<file path="config.mk">
export PLATFORM = sky130hd
export DESIGN_NAME = tone_player_flat
export DESIGN_NICKNAME = d
export VERILOG_FILES = /design/src/rtl/tone_player_pkg.sv /design/src/rtl/tone_player_if.sv /design/src/rtl/tone_tick_gen.sv /design/src/rtl/tone_player.sv /design/src/flat_wrapper.sv
export SDC_FILE = /design/constraint.sdc
export NUM_CORES = 1
export LEC_CHECK = 0
export BUFFER_PORTS_ARGS = -buffer_cell sky130_fd_sc_hd__buf_2
export CAP_MARGIN = 20
export CORE_MARGIN = 4
export CORE_UTILIZATION = 55
export CTS_BUF_LIST = sky130_fd_sc_hd__clkbuf_2 sky130_fd_sc_hd__clkbuf_4 sky130_fd_sc_hd__clkbuf_8
export DETAILED_ROUTE_END_ITERATION = 8
export GPL_ROUTABILITY_DRIVEN = 0
export PLACE_DENSITY = 0.74
export REMOVE_ABC_BUFFERS = 1
export SLEW_MARGIN = 20
export SYNTH_ARGS = -nofsm -noshare
export SYNTH_HDL_FRONTEND = slang
export SYNTH_SLANG_ARGS = --single-unit
</file>
<file path="constraint.sdc">
create_clock -name clk -period 7.4 [get_ports clk]
set_clock_uncertainty 0.15 [all_clocks]
set_input_delay 0 -clock clk [delete_from_list [all_inputs] [get_ports clk]]
set_output_delay 0 -clock clk [all_outputs]
set_load 0.05 [all_outputs]
</file>
<file path="src/rtl/tone_player_pkg.sv">
// tone_pkg: note codes, base half-period table and FSM state type for tone_player.
package tone_pkg;

    localparam logic [3:0] NOTE_REST = 4'd0;
    localparam logic [3:0] NOTE_DO   = 4'd1;
    localparam logic [3:0] NOTE_RE   = 4'd2;
    localparam logic [3:0] NOTE_MI   = 4'd3;
    localparam logic [3:0] NOTE_FA   = 4'd4;
    localparam logic [3:0] NOTE_SOL  = 4'd5;
    localparam logic [3:0] NOTE_LA   = 4'd6;
    localparam logic [3:0] NOTE_SI   = 4'd7;

    typedef enum logic [1:0] {
        ST_IDLE = 2'd0,
        ST_PLAY = 2'd1,
        ST_GAP  = 2'd2
    } tone_state_e;

    // Half-period in 100 MHz clocks for each note; rests return 0.
    function automatic logic [31:0] base_half(input logic [3:0] note);
        case (note)
            NOTE_DO:  return 32'd191113;
            NOTE_RE:  return 32'd170262;
            NOTE_MI:  return 32'd151686;
            NOTE_FA:  return 32'd143172;
            NOTE_SOL: return 32'd127551;
            NOTE_LA:  return 32'd113636;
            NOTE_SI:  return 32'd101238;
            default:  return 32'd0;
        endcase
    endfunction

    // Codes 0 and 8..15 play silence.
    function automatic logic is_rest(input logic [3:0] note);
        return (note == NOTE_REST) || (note > NOTE_SI);
    endfunction

endpackage

</file>
<file path="src/rtl/tone_player_if.sv">
// tone_player_if: request handshake, abort, outputs and debug state of tone_player.
// Handshake: a request transfers on a rising clk edge where req_valid and
// req_ready are both 1; the requester holds its fields stable while valid is
// high and not yet accepted; req_ready never depends on req_valid.
interface tone_player_if #(
    parameter int DUR_W = 16
);
    import tone_pkg::*;

    logic             req_valid;
    logic             req_ready;
    logic [3:0]       req_note;
    logic [2:0]       req_oct;
    logic [DUR_W-1:0] req_dur;
    logic             abort;
    logic             speaker;
    logic             busy;
    logic             note_done;
    tone_state_e      dbg_state;

    modport master (
        output req_valid, req_note, req_oct, req_dur, abort,
        input  req_ready, speaker, busy, note_done, dbg_state
    );

    modport slave (
        input  req_valid, req_note, req_oct, req_dur, abort,
        output req_ready, speaker, busy, note_done, dbg_state
    );

endinterface

</file>
<file path="src/rtl/tone_tick_gen.sv">
// tone_tick_gen: duration prescaler, one-cycle tick every TICK_DIV clocks after clear.
module tone_tick_gen #(
    parameter int TICK_DIV = 100000
) (
    input  logic clk,
    input  logic rst_n,
    input  logic clear_i,
    output logic tick_o
);
    localparam int CW = (TICK_DIV > 1) ? $clog2(TICK_DIV) : 1;
    localparam logic [CW-1:0] LAST = CW'(TICK_DIV - 1);

    logic [CW-1:0] cnt_q, cnt_d;

    assign tick_o = (cnt_q == LAST);

    // Count 0..TICK_DIV-1 and wrap; clear restarts the tick phase.
    always_comb begin
        cnt_d = cnt_q;
        if (clear_i || (cnt_q == LAST)) begin
            cnt_d = '0;
        end else begin
            cnt_d = cnt_q + CW'(1);
        end
    end

    // Prescaler register.
    always_ff @(posedge clk) begin
        if (!rst_n) begin
            cnt_q <= '0;
        end else begin
            cnt_q <= cnt_d;
        end
    end

endmodule

</file>
<file path="src/rtl/tone_player.sv">
// tone_player: sequenced square-wave tone generator, one note per handshake.
// Optional silent gap after each note is built when TONE_GAP_EN is defined.
module tone_player
    import tone_pkg::*;
#(
    parameter int CNT_W         = 32,
    parameter int DUR_W         = 16,
    parameter int TICK_DIV      = 100000,
    parameter int SIM_DIV_SHIFT = 0,
    parameter int GAP_TICKS     = 20
) (
    input  logic          clk,
    input  logic          rst_n,
    tone_player_if.slave  bus
);
    tone_state_e      state_q, state_d;
    logic [CNT_W-1:0] phase_q, phase_d;
    logic [CNT_W-1:0] h_q, h_d;
    logic [DUR_W-1:0] dur_q, dur_d;
    logic [DUR_W-1:0] dur_cnt_q, dur_cnt_d;
    logic             rest_q, rest_d;
    logic             spk_q, spk_d;
    logic             done_q, done_d;
    logic             tick, tick_clr;
    logic             req_ready, accept;
    logic [CNT_W-1:0] base_h, h_calc;
    logic [CNT_W+3:0] wide;
    logic [2:0]       lamt;
`ifdef TONE_GAP_EN
    logic [31:0]      gap_cnt_q, gap_cnt_d;
`else
    logic             unused_gap_cfg;
    assign unused_gap_cfg = (GAP_TICKS > 0);
`endif

    // Ready is withheld during reset and while abort is asserted.
    assign req_ready     = rst_n && (state_q == ST_IDLE) && !bus.abort;
    assign accept        = bus.req_valid && req_ready;
    assign bus.req_ready = req_ready;
    assign bus.speaker   = spk_q;
    assign bus.busy      = (state_q != ST_IDLE);
    assign bus.note_done = done_q;
    assign bus.dbg_state = state_q;

    tone_tick_gen #(.TICK_DIV(TICK_DIV)) u_tick (
        .clk     (clk),
        .rst_n   (rst_n),
        .clear_i (tick_clr),
        .tick_o  (tick)
    );

    // Half-period for the presented request: scaled base, octave shift, min 1.
    always_comb begin
        base_h = CNT_W'(base_half(bus.req_note) >> SIM_DIV_SHIFT);
        wide   = '0;
        lamt   = 3'd0;
        h_calc = base_h;
        if (!bus.req_oct[2]) begin
            h_calc = base_h >> bus.req_oct;
        end else begin
            lamt   = 3'd0 - bus.req_oct;
            wide   = {4'b0000, base_h} << lamt;
            h_calc = (|wide[CNT_W+3:CNT_W]) ? '1 : wide[CNT_W-1:0];
        end
        if (h_calc == '0) begin
            h_calc = CNT_W'(1);
        end
    end

    // Next-state and datapath: accept, play with duration count, optional gap, abort.
    always_comb begin
        state_d   = state_q;
        phase_d   = phase_q;
        h_d       = h_q;
        dur_d     = dur_q;
        dur_cnt_d = dur_cnt_q;
        rest_d    = rest_q;
        spk_d     = spk_q;
        done_d    = 1'b0;
        tick_clr  = 1'b0;
`ifdef TONE_GAP_EN
        gap_cnt_d = gap_cnt_q;
`endif
        case (state_q)
            ST_IDLE: begin
                tick_clr = 1'b1;
                if (accept) begin
                    state_d   = ST_PLAY;
                    h_d       = h_calc;
                    dur_d     = bus.req_dur;
                    rest_d    = is_rest(bus.req_note);
                    phase_d   = '0;
                    dur_cnt_d = '0;
                    spk_d     = 1'b0;
                end
            end
            ST_PLAY: begin
                if ((dur_q == '0) || (tick && (dur_cnt_q == dur_q - DUR_W'(1)))) begin
                    spk_d     = 1'b0;
                    phase_d   = '0;
                    dur_cnt_d = '0;
`ifdef TONE_GAP_EN
                    state_d   = ST_GAP;
                    gap_cnt_d = '0;
                    tick_clr  = 1'b1;
`else
                    state_d   = ST_IDLE;
                    done_d    = 1'b1;
`endif
                end else begin
                    if (tick) begin
                        dur_cnt_d = dur_cnt_q + DUR_W'(1);
                    end
                    if (phase_q == h_q - CNT_W'(1)) begin
                        phase_d = '0;
                        spk_d   = rest_q ? 1'b0 : ~spk_q;
                    end else begin
                        phase_d = phase_q + CNT_W'(1);
                    end
                end
            end
`ifdef TONE_GAP_EN
            ST_GAP: begin
                if ((GAP_TICKS <= 0) || (tick && (gap_cnt_q + 32'd1 >= 32'(GAP_TICKS)))) begin
                    state_d   = ST_IDLE;
                    done_d    = 1'b1;
                    gap_cnt_d = '0;
                end else if (tick) begin
                    gap_cnt_d = gap_cnt_q + 32'd1;
                end
            end
`endif
            default: begin
                state_d = ST_IDLE;
            end
        endcase
        if (bus.abort) begin
            state_d   = ST_IDLE;
            spk_d     = 1'b0;
            phase_d   = '0;
            dur_cnt_d = '0;
            done_d    = 1'b0;
            tick_clr  = 1'b1;
`ifdef TONE_GAP_EN
            gap_cnt_d = '0;
`endif
        end
    end

    // State and datapath registers.
    always_ff @(posedge clk) begin
        if (!rst_n) begin
            state_q   <= ST_IDLE;
            phase_q   <= '0;
            h_q       <= CNT_W'(1);
            dur_q     <= '0;
            dur_cnt_q <= '0;
            rest_q    <= 1'b0;
            spk_q     <= 1'b0;
            done_q    <= 1'b0;
`ifdef TONE_GAP_EN
            gap_cnt_q <= '0;
`endif
        end else begin
            state_q   <= state_d;
            phase_q   <= phase_d;
            h_q       <= h_d;
            dur_q     <= dur_d;
            dur_cnt_q <= dur_cnt_d;
            rest_q    <= rest_d;
            spk_q     <= spk_d;
            done_q    <= done_d;
`ifdef TONE_GAP_EN
            gap_cnt_q <= gap_cnt_d;
`endif
        end
    end

endmodule

</file>
<file path="src/flat_wrapper.sv">
// flat-port wrapper written by rule: the top's interface ports become plain ports
module tone_player_flat import tone_pkg::*;
#(
    parameter int CNT_W         = 32,
    parameter int DUR_W         = 16,
    parameter int TICK_DIV      = 100000,
    parameter int SIM_DIV_SHIFT = 0,
    parameter int GAP_TICKS     = 20
)
  (clk, rst_n, bus_req_valid, bus_req_note, bus_req_oct, bus_req_dur, bus_abort, bus_req_ready, bus_speaker, bus_busy, bus_note_done, bus_dbg_state);
  tone_player_if #(.DUR_W(DUR_W)) bus_i ();
  input  logic clk;
  input  logic rst_n;
  input wire logic [$bits(bus_i.req_valid)-1:0] bus_req_valid;
  input wire logic [$bits(bus_i.req_note)-1:0] bus_req_note;
  input wire logic [$bits(bus_i.req_oct)-1:0] bus_req_oct;
  input wire logic [$bits(bus_i.req_dur)-1:0] bus_req_dur;
  input wire logic [$bits(bus_i.abort)-1:0] bus_abort;
  output wire logic [$bits(bus_i.req_ready)-1:0] bus_req_ready;
  output wire logic [$bits(bus_i.speaker)-1:0] bus_speaker;
  output wire logic [$bits(bus_i.busy)-1:0] bus_busy;
  output wire logic [$bits(bus_i.note_done)-1:0] bus_note_done;
  output wire logic [$bits(bus_i.dbg_state)-1:0] bus_dbg_state;
  assign bus_i.req_valid = bus_req_valid;
  assign bus_i.req_note = bus_req_note;
  assign bus_i.req_oct = bus_req_oct;
  assign bus_i.req_dur = bus_req_dur;
  assign bus_i.abort = bus_abort;
  assign bus_req_ready = bus_i.req_ready;
  assign bus_speaker = bus_i.speaker;
  assign bus_busy = bus_i.busy;
  assign bus_note_done = bus_i.note_done;
  assign bus_dbg_state = bus_i.dbg_state;
  tone_player #(.CNT_W(CNT_W), .DUR_W(DUR_W), .TICK_DIV(TICK_DIV), .SIM_DIV_SHIFT(SIM_DIV_SHIFT), .GAP_TICKS(GAP_TICKS)) u_core (.clk(clk), .rst_n(rst_n), .bus(bus_i));
endmodule
</file>
==> impl_metrics.json <==
{
  "status": "finished clean",
  "final.setup.tns_ps": 0,
  "syn_avg_cell_area_sq_um": 7.19,
  "clock_sinks": 110,
  "crit_arrival_ps": 4100,
  "netlist_area_sq_um": 8260,
  "ant_nets": 0,
  "cts_root_buf": "clkbuf_8",
  "tritoncts": "yes",
  "synth_async_sr_flop_share_pct": 0,
  "ys_types": 73,
  "setup-violations-final": 0,
  "synth_seq_cells": 110,
  "dpl_cell_area_sq_um": 8340,
  "critPathLaunchType": "flop",
  "rsz0062_at_grt": "no",
  "grt_pass1_vias": 7650,
  "final_common_cell": "nand2_1",
  "syn_inst": 1148,
  "path_class": "flop to flop",
  "max-vdd-ir-drop_mv": 0.103,
  "via_count": 8387,
  "layout_common_cells": "nand2_1 (149), nor2_1 (118), dfxtp_1 (110)",
  "yosys_warnings": 0,
  "hold_slack_ps": 31.2,
  "cts.clk_slew.worst_paths_ps": 100,
  "die_y_microns": 131,
  "cp_max_fo": 20,
  "min_period_ps": 3970,
  "dr.pass1.iters": 5,
  "cts_setup_buffers": 0,
  "antenna_found_initial": 0,
  "stdcell_area_sq_um": 8730,
  "clk_latency_ps": 380,
  "vias_per_cell": 6.35,
  "cp.required_ps": 7530,
  "row_count": 44,
  "synth_edf_count": 0,
  "grt_use_total_pct": 27.0,
  "io_pins": 33,
  "fin_crit_sh_pct": 53.7,
  "area_growth_pct": 5.67,
  "cts.repair.resized": 0,
  "diodes": 0,
  "drc": 0,
  "maxSlewHeadroom_pct": 43.5,
  "grt_max_degree": 53,
  "numCtsBuffers": 9,
  "finish.utilization_pct": 59.6,
  "critPathCaptureType": "flop",
  "hold_viol_final": 0,
  "maxCapViolations": 0,
  "die_area_sq_um": 17000,
  "worst_pin_slew_ps": 826,
  "hold_buffers": 19,
  "initial_utilization_pct": 56.4,
  "p_leak_nw": 3.24,
  "synth_ff_type": "dfxtp_1",
  "fmax_ghz": 0.252,
  "fin_nets": 1165,
  "clock_path_buffers": 2,
  "drt-wirelength-per-cell_microns": 17.1,
  "dp_hpwl_microns": 15600,
  "grt_pass1_wl_microns": 38100,
  "drt-initial-drc-count": 831,
  "powerDensity_nw_per_um2": 146,
  "wl_microns": 22600,
  "die_w_microns": 131,
  "hp-class": "input pin to flop",
  "core_sq_um": 14600,
  "slew_viol_final": 0,
  "htreeDepth": 3,
  "grt-ovfl-total": 0,
  "ys_seq_area_share_pct": 26.7,
  "layout-drive-gt1-share_pct": 6.60,
  "io_buffers": 31
}
[per-layer routing]
metal	share of wire (%)	vias to the layer above	routed length, microns	GRT usage [%]
met5	0	-	0	0
met4	2.2	0	489	7.44
met3	7.2	47	1610	5.04
met2	45	348	10100	42.6
met1	46	3885	10300	37.9
li1	-	4107	-	-
[where the power goes]
part / internal (mW) / switching, mW / leakage [nW]
Clock: 0.152 / 0.211 / 0.0975
Combinational: 0.107 / 0.191 / 2.25
Sequential: 0.600 / 0.0139 / 0.889
[critical path: stages (launching register included)]
cell and delay (ps):
dfxtp_1 390, nor3_1 560, nand4_2 460, nor3_1 500, mux2_2 240, mux2i_1 60
o21ai_0 310, and4_1 740, o21ai_0 240, a21o_1 230
[layout make-up]
type | instances | area, sq um
Clock buffer | 13 | 166
Clock inverter | 3 | 25.0
Fill cell | 1372 | 5920
Inverter | 19 | 71.3
Multi-Input combinational cell | 934 | 5630
Sequential cell | 110 | 2200
Tap cell | 184 | 230
Timing Repair Buffer | 57 | 398
[registers in the layout (all words and copies together) (netlist names)]
register / cells
u_core.phase_q: 32
u_core.h_q: 25
u_core.u_tick.cnt_q: 17
u_core.dur_cnt_q: 16
u_core.dur_q: 16
u_core.bus.dbg_state: 1
u_core.bus.note_done: 1
u_core.bus.speaker: 1
u_core.rest_q: 1
[synth_stat cells, types with 9 or more instances]
| cell type | number | area [sq um] |
|---|---|---|
| nor4_1 | 14 | 87.6 |
| o211a_1 | 10 | 100 |
| o22a_1 | 10 | 87.6 |
| or3_1 | 10 | 62.6 |
| nand4_1 | 23 | 144 |
| nand2_1 | 149 | 559 |
| a21oi_1 | 69 | 345 |
| clkbuf_1 | 67 | 251 |
| inv_1 | 15 | 56.3 |
| nand3_1 | 66 | 330 |
| nor2_1 | 118 | 443 |
| o21ai_0 | 72 | 360 |
| xnor2_1 | 35 | 307 |
| mux2i_1 | 12 | 120 |
| nor3b_1 | 17 | 128 |
| a221oi_1 | 9 | 78.8 |
| nor2b_1 | 16 | 100 |
| xor2_1 | 54 | 473 |
| a31oi_1 | 11 | 68.8 |
| and3_1 | 18 | 113 |
| nand2b_1 | 21 | 131 |
| dfxtp_1 | 110 | 2200 |
| nor3_1 | 25 | 125 |
| o31ai_1 | 9 | 67.6 |
| a211oi_1 | 9 | 67.6 |
| a21boi_0 | 23 | 173 |
[path summary, 6_finish.rpt]
check                                       startpoint                     end  slack [ps]  cells after the start
worst max-delay path                     u_core.h_q[7]       u_core.phase_q[2]        3430                      9
worst min-delay path                             rst_n           u_core.h_q[0]          30                      2
worst max register to register           u_core.h_q[7]       u_core.phase_q[2]        3430                      9
worst min register to register  u_core.u_tick.cnt_q[0]  u_core.u_tick.cnt_q[0]         320                      1
[stage by stage]
stage	cells	setup slack [ps]	power, mW
global route	1320	3090	1.34
global placement	1285	3640	0.906
detailed placement	1285	3570	0.907
finish	1320	3430	1.27
floorplan	1063	3570	0.818
CTS	1320	3480	1.27
[cell families (layout without fill, tap and decap cells)]
| family | count (synthesis) | count (layout) | synth area share [%] |
|---|---|---|---|
| other | 1 | 1 | 0.0454 |
| buffers and inverters | 104 | 92 | 5.12 |
| multiplexers | 20 | 20 | 2.59 |
| AND/OR/NAND/NOR | 524 | 524 | 31.7 |
| AO/OA/AOI/OAI | 293 | 293 | 23.4 |
| flip-flops | 110 | 110 | 26.7 |
| adder cells (fa/ha/maj) | 7 | 7 | 1.06 |
| XOR/XNOR | 89 | 89 | 9.44 |
No activity file was read; power rests on OpenSTA's default activity.
